## src/rtl/hazard_forward_unit.sv

```systemverilog
// Pipeline hazard unit: EX operand forwarding, load-use stall FSM and redirect flush.
// Define HAZARD_PERF_COUNTERS_EN to build the stall_cycles/flush_count performance counters.
module hazard_forward_unit #(
  parameter int DATA_W     = 32,
  parameter int ADDR_W     = 5,
  parameter int FWD_STAGES = 2,
  parameter int LOAD_LAT   = 1
) (
  input  logic                         clk,
  input  logic                         reset,
  input  logic [ADDR_W-1:0]            id_rs_addr,
  input  logic [ADDR_W-1:0]            id_rt_addr,
  input  logic                         id_uses_rs,
  input  logic                         id_uses_rt,
  input  logic                         ex_is_load,
  input  logic [ADDR_W-1:0]            ex_wr_addr,
  input  logic [ADDR_W-1:0]            ex_rs_addr,
  input  logic [ADDR_W-1:0]            ex_rt_addr,
  input  logic [DATA_W-1:0]            ex_rs_data,
  input  logic [DATA_W-1:0]            ex_rt_data,
  input  logic [FWD_STAGES-1:0]        fwd_regwrite,
  input  logic [FWD_STAGES*ADDR_W-1:0] fwd_addr,
  input  logic [FWD_STAGES*DATA_W-1:0] fwd_data,
  input  logic                         redirect,
  output logic [DATA_W-1:0]            op_a,
  output logic [DATA_W-1:0]            op_b,
  output logic                         pc_en,
  output logic                         ifid_en,
  output logic                         ifid_flush,
  output logic                         idex_bubble,
  output logic [15:0]                  stall_cycles,
  output logic [15:0]                  flush_count,
  output logic                         dbgState
);

  localparam int CNT_W = $clog2(LOAD_LAT + 1);

  typedef enum logic {RUN, STALL} state_t;

  state_t           state, nextState;
  logic [CNT_W-1:0] cnt, nextCnt;
  logic             loadUse;

  // Walk from oldest to youngest so the lowest matching stage wins.
  always_comb begin
    op_a = ex_rs_data;
    op_b = ex_rt_data;
    for (int i = FWD_STAGES - 1; i >= 0; i--) begin
      if (fwd_regwrite[i] && fwd_addr[i*ADDR_W +: ADDR_W] == ex_rs_addr && ex_rs_addr != '0)
        op_a = fwd_data[i*DATA_W +: DATA_W];
      if (fwd_regwrite[i] && fwd_addr[i*ADDR_W +: ADDR_W] == ex_rt_addr && ex_rt_addr != '0)
        op_b = fwd_data[i*DATA_W +: DATA_W];
    end
  end

  assign loadUse = ex_is_load && ex_wr_addr != '0 &&
                   ((id_uses_rs && id_rs_addr == ex_wr_addr) ||
                    (id_uses_rt && id_rt_addr == ex_wr_addr));

  always_ff @(posedge clk or negedge reset) begin
    if (!reset) begin
      state <= RUN;
      cnt   <= '0;
    end else begin
      state <= nextState;
      cnt   <= nextCnt;
    end
  end

  always_comb begin
    nextState   = state;
    nextCnt     = cnt;
    pc_en       = 1'b1;
    ifid_en     = 1'b1;
    ifid_flush  = 1'b0;
    idex_bubble = 1'b0;
    if (redirect) begin
      ifid_flush  = 1'b1;
      idex_bubble = 1'b1;
      nextState   = RUN;
      nextCnt     = '0;
    end else begin
      case (state)
        RUN: begin
          if (loadUse) begin
            pc_en       = 1'b0;
            ifid_en     = 1'b0;
            idex_bubble = 1'b1;
            if (LOAD_LAT > 1) begin
              nextState = STALL;
              nextCnt   = CNT_W'(LOAD_LAT - 1);
            end
          end
        end
        STALL: begin
          pc_en       = 1'b0;
          ifid_en     = 1'b0;
          idex_bubble = 1'b1;
          if (cnt <= CNT_W'(1)) begin
            nextState = RUN;
            nextCnt   = '0;
          end else begin
            nextCnt = cnt - CNT_W'(1);
          end
        end
        default: begin
          nextState = RUN;
          nextCnt   = '0;
        end
      endcase
    end
    // While reset is held the pipeline free-runs regardless of hazard inputs.
    if (!reset) begin
      pc_en       = 1'b1;
      ifid_en     = 1'b1;
      ifid_flush  = 1'b0;
      idex_bubble = 1'b0;
    end
  end

  assign dbgState = (state == STALL);

`ifdef HAZARD_PERF_COUNTERS_EN
  logic        stallBubble;
  logic [15:0] stallCnt, flushCnt;

  // A bubble without redirect can only come from a load-use stall.
  assign stallBubble = idex_bubble && !redirect;

  always_ff @(posedge clk or negedge reset) begin
    if (!reset) begin
      stallCnt <= '0;
      flushCnt <= '0;
    end else begin
      if (stallBubble && stallCnt != 16'hFFFF) stallCnt <= stallCnt + 16'd1;
      if (redirect && flushCnt != 16'hFFFF)    flushCnt <= flushCnt + 16'd1;
    end
  end

  assign stall_cycles = stallCnt;
  assign flush_count  = flushCnt;
`else
  assign stall_cycles = '0;
  assign flush_count  = '0;
`endif

endmodule

```

## config.mk

```make
export PLATFORM = sky130hd
export DESIGN_NAME = hazard_forward_unit
export DESIGN_NICKNAME = d
export VERILOG_FILES = /design/src/rtl/hazard_forward_unit.sv
export SDC_FILE = /design/constraint.sdc
export NUM_CORES = 1
export LEC_CHECK = 0
export ABC_AREA = 1
export ABC_CLOCK_PERIOD_IN_PS = 2700
export BUFFER_PORTS_ARGS = -buffer_cell sky130_fd_sc_hd__buf_2
export CAP_MARGIN = 25
export CORE_AREA = 3 3 103 105
export DETAILED_ROUTE_END_ITERATION = 10
export DIE_AREA = 0 0 106 108
export PLACE_DENSITY_LB_ADDON = 0.3
export SYNTH_ARGS = -nofsm -noshare
export SYNTH_HDL_FRONTEND = slang
export SYNTH_SLANG_ARGS = --single-unit
```

## constraint.sdc

```tcl
create_clock -name clk -period 2.7 [get_ports clk]
set_input_delay 0.135 -clock clk [delete_from_list [all_inputs] [get_ports clk]]
set_output_delay 0.135 -clock clk [all_outputs]
set_load 0.1 [all_outputs]
```

-- After elaboration in Yosys (flattened, before gate mapping)
Cells that the tools add are included.
- input port bits: 171
- logic and storage cells: 48
- bits in registers: 2
- order comparisons: 1
- equal/unequal tests: 6
- reduce and logical (&&, ||, !) cells: 17
- multiplexer cells: 20
- bitwise operators: 1
- add/sub/neg operators: 1
- operators by type and width (cell ; count):
    2-to-1 mux 32 bit ; 4
    == test 5 bit ; 6
    nonzero test 5 bit ; 3
    2-to-1 mux 1 bit ; 14
    logical AND 1 bit ; 12
    case mux 1 bit (2 select lines) ; 2
    nonzero test 2 bit ; 1
    less-or-equal comparator 1 bit, second input constant ; 1
    logical OR 1 bit ; 1
    NOT 1 bit ; 1
    subtractor 1 bit, second input constant ; 1

-- Logic depth before layout (Yosys ltp)
- depth after elaboration: 8
- gate-level depth with buffers: 11

-- Worst setup path before layout
Ideal clock, no wire load.
- path type: input to output
- start: input ex_wr_addr[1]
- end: output pc_en
- path slack: 0.748 ns
- stages: 8
- buffers on the path: 1
- data arrival time: 1.817 ns
- cells stage by stage: inv_1 > nand2_1 > nand2_1 > a21oi_1 > nand3_1 > nand2_1 > nand3b_1 > buf_4
- word-level cells in the longest chain between the ends: 8
- elaborated cells between the ends (all ways): 12
- those cells by class: eq/ne: 2; mux: 4; reduce/logical: 6
- RTL lines (what ; line ; source):
    from (decl) ; 16 ; input logic [ADDR_W-1:0] ex_wr_addr,
    == test 5 bit (on tied branches) ; 57, 58 ;
    logical AND 1 bit (on tied branches) ; 57, 58 ;
    logical OR 1 bit ; 57 ; ((id_uses_rs && id_rs_addr == ex_wr_addr) ||
    logical AND 1 bit * ; 56 ; assign loadUse = ex_is_load && ex_wr_addr != '0 &&
    2-to-1 mux 1 bit * ; -- ;
    case mux 1 bit (2 select lines) * ; -- ;
    2-to-1 mux 1 bit * (2 in a row) ; -- ;
    to (decl) ; 27 ; output logic pc_en,
Mark *: on every way between the ends. The rest lies on a longest branch, timed or not.

-- Worst setup path in the final report
- start: input ex_rt_addr[4]
- end: output op_b[3]
- word-level cells in the longest chain between the ends: 5
- elaborated cells between the ends (all ways): 9
- those cells by class: eq/ne: 2; mux: 2; reduce/logical: 5
- RTL lines (what ; line ; source):
    from (decl) ; 18 ; input logic [ADDR_W-1:0] ex_rt_addr,
    == test 5 bit ; 51 ; if (fwd_regwrite[i] && fwd_addr[i*ADDR_W +: ADDR_W] == ex_rt_addr && ex_rt_addr != '0)
    logical AND 1 bit (2 in a row) ; 51 ;
    2-to-1 mux 32 bit ; 51 ;
    2-to-1 mux 32 bit * ; 51 ;
    to (decl) ; 26 ; output logic [DATA_W-1:0] op_b,
Marked as above.

==> impl_metrics.yaml <==
run_status:
  status: "complete, no violations"
pwr:
  p_int_mw: 0.457
  ir_worst_vdd_uv: 189
  combinationalPowerShare_pct: 100.0
  total_power_mw: 1.53
  p_leak_nw: 3.17
  switching_share_pct: 70.2
  p_switching_mw: 1.08
  p_clk_share_pct: 0
  seqPwrFrac_pct: 0
  powerDensity_nw_per_um2: 316
cells_and_area:
  clock_buffers: 0
  seq_cells: 0
  seq_area_sq_um: 0
  drive_gt1_share_pct: 32.0
  fin_nets: 1004
  area_delta_synth_final_pct: 68.7
  diodes: 0
logic_synthesis:
  netlist_area_sq_um: 2880
  yosysWarnings: 0
  synthCells: 619
  synth_cell_type_count: 24
  synthTopCellsByCount: "nand2_1, nand3_1, inv_1, buf_4, buf_2"
  synth.top_cell.area_share_pct: 32.3
  synth-seq-area-share_pct: 0
  synth_top_area_cell: "nand2_1"
  syn_area_per_cell_sq_um: 4.66
  synthTopCellsByArea: "nand2_1, nand3_1, inv_1"
  yosysMostFrequentCell: "nand2_1"
place:
  place.gp.congestion: 0.829
  hpwl_um: 9850
  io_buffers: 238
timing:
  drv_slew: 0
  worstMarginPinSlew_ps: 629
  final-hold-violation-count: 0
  min_period_over_period_pct: 74.0
  rsz0062_at_grt: "no"
  setup_tns_ps: 0
  setup-violations-final: 0
  min_period_ps: 2000
  relSlewSlack_pct: 58.0
  max_freq_mhz: 500
worst_setup_path:
  cp.arrival_ps: 1860
  worstPathRequired_ps: 2570
  worstSetupPathType: "primary input to primary output"
  cp_max_fo: 32
  start_kind: "primary input"
  cp-end-kind: "primary output"
clock_tree:
  post_cts_buffers: 0
  cts_hold_buf: 0
  cts_resized: 0
global_routing:
  grtUsageTotal_pct: 19.7
  grt_pass1_vias: 4065
  grt_pass1_wl_um: 19100
  antenna_found_initial: 0
  grt-ovfl-total: 0
  grt_max_degree: 33
floorplanning:
  design.core.area_sq_um: 9730
  start_util_pct: 29.6
  die_h_um: 108
  die_w_um: 106
  dieArea_sq_um: 11400
  ioPinCount: 272
  rows: 36
detailed_routing:
  first_pass_iters: 5
  antenna_left: 0
  wl_per_cell_um: 12.8
  post-route-drc-count: 0
  vias_per_cell: 4.41
  vias: 4252
  drt_iter0_drc: 136
  wirelength_um: 12300
worst_hold_path:
  hold_depth: 4
  hold_end: "op_b[16]"
  hp-class: "primary input to primary output"
  hold_start: "fwd_data[16]"
job:
  maxCapViolations: 0
-- layout by cell type, fill, tap and decap left out, types with 4 or more instances in the layout --
| cell | instances |
|---|---|
| o21ai_0 | 4 |
| inv_1 | 119 |
| buf_4 | 6 |
| nor2_1 | 10 |
| conb_1 | 33 |
| buf_2 | 174 |
| nand3_1 | 135 |
| xor2_1 | 4 |
| buf_12 | 64 |
| nand4_1 | 4 |
| inv_2 | 10 |
| nand2_1 | 248 |
-- worst max path at each step --
stage	from	end	slack (ps)	cells past startpoint
detailed placement	ex_rt_addr[4]	op_b[31]	700	10
CTS	ex_rt_addr[4]	op_b[31]	700	10
global route	ex_rt_addr[3]	op_b[23]	440	10
global placement	fwd_addr[3]	op_b[31]	690	10
floorplan	ex_wr_addr[1]	pc_en	750	8
finish	ex_rt_addr[4]	op_b[3]	700	10
-- through the flow --
step	worst slack (ps)	hold WS, ps	utilization [%]	area, sq um	instances
after floorplan	748	682	-	3000	651
final	702	679	50.0	4860	964
after global placement	688	678	50.0	4860	964
after CTS	698	682	50.0	4860	964
after global routing	437	694	50.0	4860	964
after detailed placement	701	681	50.0	4860	964
-- layout make-up --
type	count	area, sq um
timing repair buffer	244	2200
fill	1061	4870
multi-input combinational	458	2010
inverter	129	484
tap	133	166
-- power groups by stage --
stage	logic (mW)	clock network [mW]	registers (mW)
after floorplan	1.04	0	0
final	1.53	0	0
after global placement	1.53	0	0
after detailed placement	1.54	0	0
after CTS	1.54	0	0
after global routing	1.60	0	0
-- routing by layer --
metal	vias to the layer above	global-route usage, %	wire length [um]	part of all wire (%)
li1	2218	-	-	-
met1	1823	23.7	4790	39
met2	191	38.1	6230	50
met3	20	2.21	1050	8.5
met4	0	3.52	263	2.1
met5	-	0	0	0
-- cell families (layout without fill, tap and decap cells) --
| kind of cell | after synthesis | count (layout) | share of synthesized area [%] |
|---|---|---|---|
| compound gates | 10 | 10 | 1.95 |
| xor+xnor | 4 | 4 | 1.22 |
| buf+inv | 193 | 373 | 34.3 |
| other cells | 1 | 33 | 0.130 |
| simple gates | 411 | 411 | 62.4 |
-- worst max-delay path: stages --
cell and delay, ps:
buf_2 110, inv_2 50, nand2_1 50, nand4_1 90, nor2_1 140, nand2_2 250, inv_2 570, nand2_1 120
nand2_1 150, buf_12 180
(Power assumes the default switching activity.)
